**src/rtl/id_stage_ctrl_pkg.sv**
```systemverilog
// Shared core definitions for the decode stage: instruction/data types,
// the immediate-format enum and the decode bundle handed to execute.
package cpuDefine;

    localparam int XLEN_DEF = 32;

    typedef logic [31:0]         Instr;
    typedef logic [XLEN_DEF-1:0] DType;

    typedef enum logic [2:0] {
        NONE = 3'd0,
        I8   = 3'd1,
        I12  = 3'd2,
        I14  = 3'd3,
        I16  = 3'd4,
        I20  = 3'd5,
        I21  = 3'd6,
        I26  = 3'd7
    } Itype;

    typedef struct packed {
        Instr instr;
        DType pc;
        DType imm;
        Itype itype;
        logic unsign;
    } id_bundle_t;

    localparam id_bundle_t BUNDLE_RESET = '{
        instr:  '0,
        pc:     '0,
        imm:    '0,
        itype:  NONE,
        unsign: 1'b0
    };

endpackage

```
**src/rtl/imm_gen.sv**
```systemverilog
// Immediate generator: assembles the immediate from the low 26 instruction
// bits according to the format code and the I12 unsigned-extend flag.
module imm_gen
    import cpuDefine::*;
(
    input  logic [25:0] i_instr,
    input  Itype        i_itype,
    input  logic        i_unsign,
    output DType        o_imm
);

    always_comb begin
        o_imm = '0;
        case (i_itype)
            I8:  o_imm = {27'b0, i_instr[14:10]};
            I12: o_imm = i_unsign ? {20'b0, i_instr[21:10]}
                                  : {{20{i_instr[21]}}, i_instr[21:10]};
            I14: o_imm = {{16{i_instr[23]}}, i_instr[23:10], 2'b00};
            I16: o_imm = {{14{i_instr[25]}}, i_instr[25:10], 2'b00};
            I20: o_imm = {i_instr[24:5], 12'b0};
            // Branch offsets: the high field sits in the low instruction bits.
            I21: o_imm = {{11{i_instr[4]}}, i_instr[4:0], i_instr[25:10]};
            I26: o_imm = {{4{i_instr[9]}}, i_instr[9:0], i_instr[25:10], 2'b00};
            default: o_imm = '0;
        endcase
    end

endmodule

```
**src/rtl/itype_classify.sv**
```systemverilog
// Combinational immediate-format classifier for LA32R instruction words.
// Only the opcode bits [31:15] take part in classification.
module itype_classify
    import cpuDefine::*;
(
    input  logic [31:15] i_op,
    output Itype         o_itype,
    output logic         o_unsign
);

    logic [9:0] w_op10;
    logic [6:0] w_op7;
    logic [7:0] w_op8;
    logic [5:0] w_op6;

    assign w_op10 = i_op[31:22];
    assign w_op7  = i_op[31:25];
    assign w_op8  = i_op[31:24];
    assign w_op6  = i_op[31:26];

    // The opcode groups are disjoint, so the chain order only affects timing.
    always_comb begin
        o_itype  = NONE;
        o_unsign = 1'b0;
        if (i_op inside {17'h00081, 17'h00089, 17'h00091}) begin
            o_itype = I8;
        end else if (w_op10 inside {10'h008, 10'h009, 10'h00A,
                                    [10'h0A0:10'h0A2], [10'h0A4:10'h0A6],
                                    10'h0A8, 10'h0A9}) begin
            o_itype = I12;
        end else if (w_op10 inside {10'h00D, 10'h00E, 10'h00F}) begin
            o_itype  = I12;
            o_unsign = 1'b1;
        end else if (w_op7 inside {7'h0A, 7'h0E}) begin
            o_itype = I20;
        end else if (w_op8 inside {8'h20, 8'h21}) begin
            o_itype = I14;
        end else if (w_op6 inside {6'h13, [6'h16:6'h1B]}) begin
            o_itype = I16;
        end else if (w_op6 inside {6'h10, 6'h11}) begin
            o_itype = I21;
        end else if (w_op6 inside {6'h14, 6'h15}) begin
            o_itype = I26;
        end
    end

endmodule

```
**src/rtl/id_stage_ctrl.sv**
```systemverilog
// LA32R decode-stage controller: classifies the fetched word, forms its
// immediate and registers the bundle toward execute via a main + skid buffer.
module id_stage_ctrl
    import cpuDefine::*;
#(
    parameter int XLEN = 32
) (
    input  logic            clk,
    input  logic            rst,
    input  logic            if_valid,
    input  logic [31:0]     if_instr,
    input  logic [XLEN-1:0] if_pc,
    output logic            id_ready,
    input  logic            flush,
    output logic            ex_valid,
    input  logic            ex_ready,
    output logic [31:0]     ex_instr,
    output logic [XLEN-1:0] ex_pc,
    output logic [XLEN-1:0] ex_imm,
    output logic [2:0]      ex_itype,
    output logic            ex_unsign
);

    Itype       w_itype;
    logic       w_unsign;
    DType       w_imm;
    id_bundle_t w_in;
    logic       w_accept;
    logic       w_m_free;

    id_bundle_t r_m;
    id_bundle_t r_s;
    logic       r_m_valid;
    logic       r_s_valid;

    itype_classify u_classify (
        .i_op     (if_instr[31:15]),
        .o_itype  (w_itype),
        .o_unsign (w_unsign)
    );

    imm_gen u_imm_gen (
        .i_instr  (if_instr[25:0]),
        .i_itype  (w_itype),
        .i_unsign (w_unsign),
        .o_imm    (w_imm)
    );

    always_comb begin
        w_in        = BUNDLE_RESET;
        w_in.instr  = if_instr;
        w_in.pc     = if_pc;
        w_in.imm    = w_imm;
        w_in.itype  = w_itype;
        w_in.unsign = w_unsign;
    end

    // id_ready comes straight off the skid valid flop, so there is no
    // combinational path from ex_ready back to fetch.
    assign id_ready = ~r_s_valid;
    assign w_accept = if_valid & id_ready;
    assign w_m_free = ~r_m_valid | ex_ready;

    always_ff @(posedge clk) begin
        if (rst) begin
            r_m       <= BUNDLE_RESET;
            r_s       <= BUNDLE_RESET;
            r_m_valid <= 1'b0;
            r_s_valid <= 1'b0;
        end else if (flush) begin
            r_m_valid <= 1'b0;
            r_s_valid <= 1'b0;
        end else if (r_s_valid) begin
            // Fetch is held off while the skid is occupied, so only a drain can happen.
            if (w_m_free) begin
                r_m       <= r_s;
                r_m_valid <= 1'b1;
                r_s_valid <= 1'b0;
            end
        end else if (w_accept) begin
            if (w_m_free) begin
                r_m       <= w_in;
                r_m_valid <= 1'b1;
            end else begin
                r_s       <= w_in;
                r_s_valid <= 1'b1;
            end
        end else if (ex_ready) begin
            r_m_valid <= 1'b0;
        end
    end

    assign ex_valid  = r_m_valid;
    assign ex_instr  = r_m.instr;
    assign ex_pc     = r_m.pc;
    assign ex_imm    = r_m.imm;
    assign ex_itype  = r_m.itype;
    assign ex_unsign = r_m.unsign;

endmodule

```
**config.mk**
```make
export PLATFORM = sky130hd
export DESIGN_NAME = id_stage_ctrl
export DESIGN_NICKNAME = d
export VERILOG_FILES = /design/src/rtl/id_stage_ctrl_pkg.sv /design/src/rtl/imm_gen.sv /design/src/rtl/itype_classify.sv /design/src/rtl/id_stage_ctrl.sv
export SDC_FILE = /design/constraint.sdc
export NUM_CORES = 1
export LEC_CHECK = 0
export CORE_UTILIZATION = 41
export CTS_BUF_LIST = sky130_fd_sc_hd__clkbuf_16
export DETAILED_ROUTE_END_ITERATION = 10
export GPL_TIMING_DRIVEN = 0
export PLACE_DENSITY = 0.66
export SLEW_MARGIN = 20
export SYNTH_ARGS = -nofsm -noshare
export SYNTH_HDL_FRONTEND = slang
export SYNTH_HIERARCHICAL = 1
export SYNTH_SLANG_ARGS = --single-unit
```
**constraint.sdc**
```tcl
create_clock -name clk -period 7.3 [get_ports clk]
set_input_delay 1.825 -clock clk [delete_from_list [all_inputs] [get_ports clk]]
set_output_delay 1.825 -clock clk [all_outputs]
set_load 0.05 [all_outputs]
```
Word-level counts from Yosys, hierarchy flattened --
Index checks and enable logic that the tools add are counted.
Operators by class: magnitude comparators 6, equality and inequality tests 27, mux-type cells 24, bitwise operators 6, reduce and logical (&&, ||, !) cells 16
Operators by type and width (number):
- 100-bit 2-to-1 mux | 4
- 32-bit case mux with 7 select lines | 1
- 10-bit by 4-bit equality test with 1-bit output (second input constant) | 6
- 17-bit by 8-bit equality test with 1-bit output (second input constant) | 3
- 32-bit 2-to-1 mux | 1
- 6-bit by 5-bit equality test with 1-bit output (second input constant) | 5
- 3-bit 2-to-1 mux | 8
- 10-bit by 8-bit equality test with 1-bit output (second input constant) | 2
- 10-bit by 8-bit greater-or-equal comparator with 1-bit output (second input constant) | 2
- 10-bit by 8-bit <= comparator with 1-bit output (second input constant) | 2
- 8-bit by 6-bit equality test with 1-bit output (second input constant) | 2
- 7-bit by 4-bit equality test with 1-bit output (second input constant) | 2
- 3-bit equality test (second input constant) | 4
- 2-bit nonzero test | 6
- 1-bit 2-to-1 mux | 10
- 3-bit nonzero test | 3
- 7-bit nonzero test | 1
- 3-bit by 2-bit equality test with 1-bit output (second input constant) | 2
- 6-bit by 5-bit greater-or-equal comparator with 1-bit output (second input constant) | 1
- 6-bit by 5-bit <= comparator with 1-bit output (second input constant) | 1
- 1-bit inverter | 4
- 4-bit AND reduction | 1
- 3-bit by 1-bit equality test with 1-bit output (second input constant) | 1
- 1-bit logical AND | 3
- other kinds (4) | 4
Storage, ports and cells: bits in registers 202, input port bits 69, logic and storage cells 91

Logic depth before layout (Yosys ltp) --
depth in word-level cells 15, mapped depth 11, mapped depth without buffers 9

By module --
Netlist, hierarchy kept.
By module, submodules not included:
- id_stage_ctrl | times used 1, cells an instance 899, area an instance 9655.5 um^2, sequential area each 4043.9 um^2
- imm_gen | times used 1, cells an instance 119, area an instance 867.1 um^2, sequential area each 0.0 um^2
- itype_classify | times used 1, cells an instance 28, area an instance 176.4 um^2, sequential area each 0.0 um^2

Worst setup path after synthesis --
Ideal clock, no wire load.
path kind input-to-reg, start point input if_instr[27], end point register r_m (netlist bit ex_imm[27]), setup time 79 ps, arrival 3890 ps, required time 7221 ps, path slack 3331 ps, stages 9, buffers on the path 2, cells stage by stage nor4b_1 a2111oi_0 buf_2 nor2b_1 o21ai_0 buf_2 o211ai_1 mux2i_1 a211oi_2
Between the ends: longest elaborated chain between the ends 15
Ends and longest elaborated chain:
- from (decl) | RTL line id_stage_ctrl.sv:11 | input logic [31:0] if_instr,
- branches (longest 9 deep; another with 6-bit by 5-bit greater-or-equal comparator with 1-bit output)
- 3-bit 2-to-1 mux (*) | RTL line itype_classify.sv:25 | if (i_op inside {17'h00081, 17'h00089, 17'h00091}) begin
- named net w_itype[2] | RTL line id_stage_ctrl.sv:24 | Itype w_itype;
- 3-bit equality test, or another cell as far along | RTL line imm_gen.sv:14 | case (i_itype)
- 32-bit case mux with 7 select lines (*) | RTL line imm_gen.sv:14
- named net w_imm[27] | RTL line id_stage_ctrl.sv:26 | DType w_imm;
- 100-bit 2-to-1 mux (*) | RTL line id_stage_ctrl.sv:81 | if (w_m_free) begin
- 100-bit 2-to-1 mux (*) | RTL line id_stage_ctrl.sv:80 | end else if (w_accept) begin
- 100-bit 2-to-1 mux (*) | RTL line id_stage_ctrl.sv:73 | end else if (r_s_valid) begin
- to (signal assigned) | RTL line id_stage_ctrl.sv:76 | r_m <= r_s;
- to (signal assigned) | RTL line id_stage_ctrl.sv:82 | r_m <= w_in;
- to (decl) | RTL line id_stage_ctrl.sv:31 | id_bundle_t r_m;
Mark *: on every way through the listed nets, which the timed path passes. The select of a mux whose other input is x is not followed. A chain may end at the register's enable or synchronous reset.

Worst setup path after layout --
start point input if_instr[22], end point register r_m (netlist bit ex_imm[24])
Between the ends: longest elaborated chain between the ends 10
Ends and longest elaborated chain:
- 10-bit by 8-bit greater-or-equal comparator with 1-bit output, or another cell as far along | RTL line itype_classify.sv:27 | end else if (w_op10 inside {10'h008, 10'h009, 10'h00A,
- 1-bit logical AND / 3-bit nonzero test (equally long branches) | RTL line itype_classify.sv:27, itype_classify.sv:31
- 7-bit nonzero test / 3-bit 2-to-1 mux (equally long branches) | RTL line itype_classify.sv:27, itype_classify.sv:31
- 3-bit 2-to-1 mux | RTL line itype_classify.sv:27
- 3-bit 2-to-1 mux (*) | RTL line itype_classify.sv:25
- named net w_itype[0] | RTL line id_stage_ctrl.sv:24
- 3-bit equality test, or another cell as far along | RTL line imm_gen.sv:14
- 32-bit case mux with 7 select lines (*) | RTL line imm_gen.sv:14
- named net w_imm[24] | RTL line id_stage_ctrl.sv:26
- 100-bit 2-to-1 mux (*) | RTL line id_stage_ctrl.sv:81
- 100-bit 2-to-1 mux (*) | RTL line id_stage_ctrl.sv:80
- 100-bit 2-to-1 mux (*) | RTL line id_stage_ctrl.sv:73
The timed path passes the listed nets; every way through them passes the cells marked *. The select of a mux whose other input is x is not followed.

==> impl_metrics.tcl <==
set metrics [dict create \
    fmaxAchievable_mhz 192.4 \
    die_x_um 163.5 \
    synth_warnings 6 \
    fin_hold_ws_ns 0.4733 \
    timing.critical_path.fanout_max 10 \
    clock_tree.root_cell "clkbuf_16" \
    fin_tns_setup_ns 0 \
    critPathMostFrequentCell "buf_2" \
    post-route-cell-area_mm2 0.01349 \
    power.ir.vdd_worst_mv 0.1808 \
    dieArea_mm2 0.02675 \
    drc 0 \
    instances_no_fill 1585 \
    grt_pass1_vias 8409 \
    largest_family_of_logic_cells_by_synthesized_area "compound AO/OA/AOI/OAI gates" \
    final.min_clock_period_ns 5.198 \
    synth_compound_gate_area_share_pct 21.39 \
    clk_transition_reported_paths_ns 0.06 \
    routed_via_density 5.310 \
    flow.area_growth_from_synthesis_pct 26.04 \
    reg2reg_slack_ns 5.56 \
    detail_route.iter0.violations 619 \
    yosysTopAreaCellShare_pct 37.80 \
    path_cells "clkdlybuf4s50_1, nor4b_1, nand4_1, o21ai_0, buf_2, nand2_1, buf_2, o211ai_1, mux2i_1, a211oi_2" \
    h-tree-depth 1 \
    post_synthesis_cell_type_count 43 \
    timing.setup.critical_path_class "in -> reg" \
    min_period_over_period_pct 71.21 \
    cts_tree "built" \
    initial_core_util_pct 42.12 \
    synth_area_leaders "dfxtp_1, mux2i_1, nand2b_1" \
    core_region_area_mm2 0.02540 \
    timing_hold_violations_final 0 \
    async_flop_share_pct 0 \
    post_cts_buffers 0 \
    number_of_buffers_added_on_ports 169 \
    cellPowerDensity_mw_per_mm2 205.8 \
    ratio_of_cells_with_drive_above_1_in_the_final_layout_pct 16.75 \
    maxCapViolCount 0 \
    critical-path-max-stage-delay_ns 0.86 \
    finalWirelength_mm 29.95 \
    clkSinkCount 202 \
    part_of_the_yosys_area_used_for_sequential_elements_pct 37.80 \
    netlist_instances 1046 \
    drt_pre_antenna_iters 5 \
    finalCoreUtilization_pct 53.09 \
    cp_buf_inv_count 3 \
    dp_hpwl_mm 21.50 \
    initial_antenna_violation_count 1 \
    critical_path_arrival_ns 5.62 \
    grt_max_degree 14 \
    netlist_area_mm2 0.01070 \
    run_status "complete, no violations" \
    cts.repair.resized 0 \
    place.detailed.instances 1545 \
    wire_length_of_the_first_global_routing_pass_mm 46.31 \
    detailed_place.area_mm2 0.01281 \
    synth-edff-count 0 \
    clock_path_buffers 3 \
    crit_family "buffers and inverters" \
    power_leakage_nw 4.293 \
    worst_clk_skew_ns 0.01372 \
    dieHeight_um 163.5 \
    yosys_most_used_dff "dfxtp_1" \
    rows 58 \
    timing.critical_path.from_type "input port" \
    avgSynthCellArea_um2 10.23 \
    synth_fp_nets 1115 \
    ioPinCount 171 \
    gp_congestion 0.8904 \
    postCtsHoldBufs 0 \
    final.fill_count 2270 \
    timing.slew.headroom_pct 29.44 \
    grt_util_all_layers_pct 21.96 \
    final_antenna_net_count 0 \
    post_synth_fa_ha_maj_area_fraction_pct 0 \
    final_max_slew_viol_count 0 \
    ys_ff_latch 202 \
    worst_slack_ns 2.102 \
    hold_class "reg -> reg" \
    grt_overflow_total 0 \
    routed_wire_length_per_instance_um 18.90 \
    yosys.area_share.xor_xnor_pct 0 \
    finalSetupViolations 0 \
    critPathSlowestCell "o21ai_0" \
    synth_mux_area_share_pct 20.30 \
    timing_worst_slew_pin_value_ns 1.047 \
    fin_nets 1309 \
    cts_buf_count 23 \
    synthSimpleGateAreaFrac_pct 14.48 \
    finalPower_mw 2.776 \
    placement.setup.worst_slack_ns 1.805 \
    required_ns 7.72 \
    worstSetupEndpointType "register" \
    synthDominantAreaCellType "dfxtp_1" \
    num_vias 8417 \
    grt_setup_unrepaired "false" \
    clock_latency_ns 0.50 \
]
-- flip-flops by register name, indices dropped and copies added (netlist names) --
register,flops
r_s_valid,1
ex_itype,3
ex_imm,32
ex_valid,1
ex_pc,32
ex_unsign,1
ex_instr,32
r_s,100
-- final timing paths --
| path | to | from | cells past startpoint |
|---|---|---|---|
| setup / recovery | ex_imm[24] | if_instr[22] | 10 |
| hold / removal | r_s[37] | r_s[37] | 2 |
| setup reg to reg | ex_instr[28] | ex_valid | 5 |
| hold reg to reg | r_s[37] | r_s[37] | 2 |
-- cells in the final DEF (no fill, tap or decap), types with 4 or more instances in the layout --
cell type,n
nand2b_1,202
buf_6,23
and2_1,5
a211oi_2,100
o211ai_1,6
a21oi_1,118
clkbuf_16,23
clkbuf_1,33
buf_1,4
o21ai_0,6
dfxtp_1,202
a221oi_1,9
nand2_1,9
o221ai_1,5
mux2i_1,217
buf_2,41
o211ai_2,10
nor2b_1,9
clkdlybuf4s50_1,169
nor2_1,7
inv_1,9
a22oi_1,4
clkinv_1,5
-- kinds of logic after synthesis --
family,Yosys count
buf+inv,107
flops,202
compound gates,270
mux,217
simple gates,250
-- Yosys cell counts (2+ instances only) --
library cell and n:
o21ai_0 6, clkbuf_1 33, nor4_1 2, dfxtp_1 202
nand3_1 2, buf_2 41, a211oi_1 2, nand2b_1 202
a21oi_1 118, a31oi_1 3, mux2i_1 217, nor3_1 2
o221ai_1 5, o211ai_2 10, inv_1 4, a211oi_2 100
buf_6 23, nor2b_1 9, a22oi_1 4, buf_1 4
nor4b_1 3, a221oi_1 9, nor2_1 7, nor3b_1 2
o211ai_1 6, and2_1 5, nand2_1 9
-- where the power goes --
part           internal (mW)  switching [mW]  total, mW  leakage [nW]
clock                  0.603           0.459       1.06         0.344
sequential              1.14          0.0241       1.17          1.65
combinational          0.208           0.337      0.545          2.30
-- worst reg2reg max path: stages (launching register included) --
cell      delay, ns
dfxtp_1        0.33
nand2b_2       0.11
buf_2          0.36
clkbuf_1       0.49
a21oi_1        0.16
a211oi_2       0.22
-- layout make-up --
cell class	instances	area, µm²	share of cell area [%]
clock inverter	16	97.59	0.7237
timing repair buffer	169	1692	12.54
buffer	103	630.6	4.676
tap	330	412.9	3.062
inverter	4	15.01	0.1113
clock buffer	23	575.6	4.268
antenna	1	2.502	0.01856
multi-input combinational	737	6016	44.61
sequential	202	4044	29.99
-- routing by layer --
metal,wire length (µm),up-vias,GRT usage (%)
met2,13790,220,35.86
met1,14100,4001,30.11
met4,617,0,5.682
met3,1443,42,3.200
li1,-,4154,-
met5,0,-,0
Power figures use the tool's default switching activity.
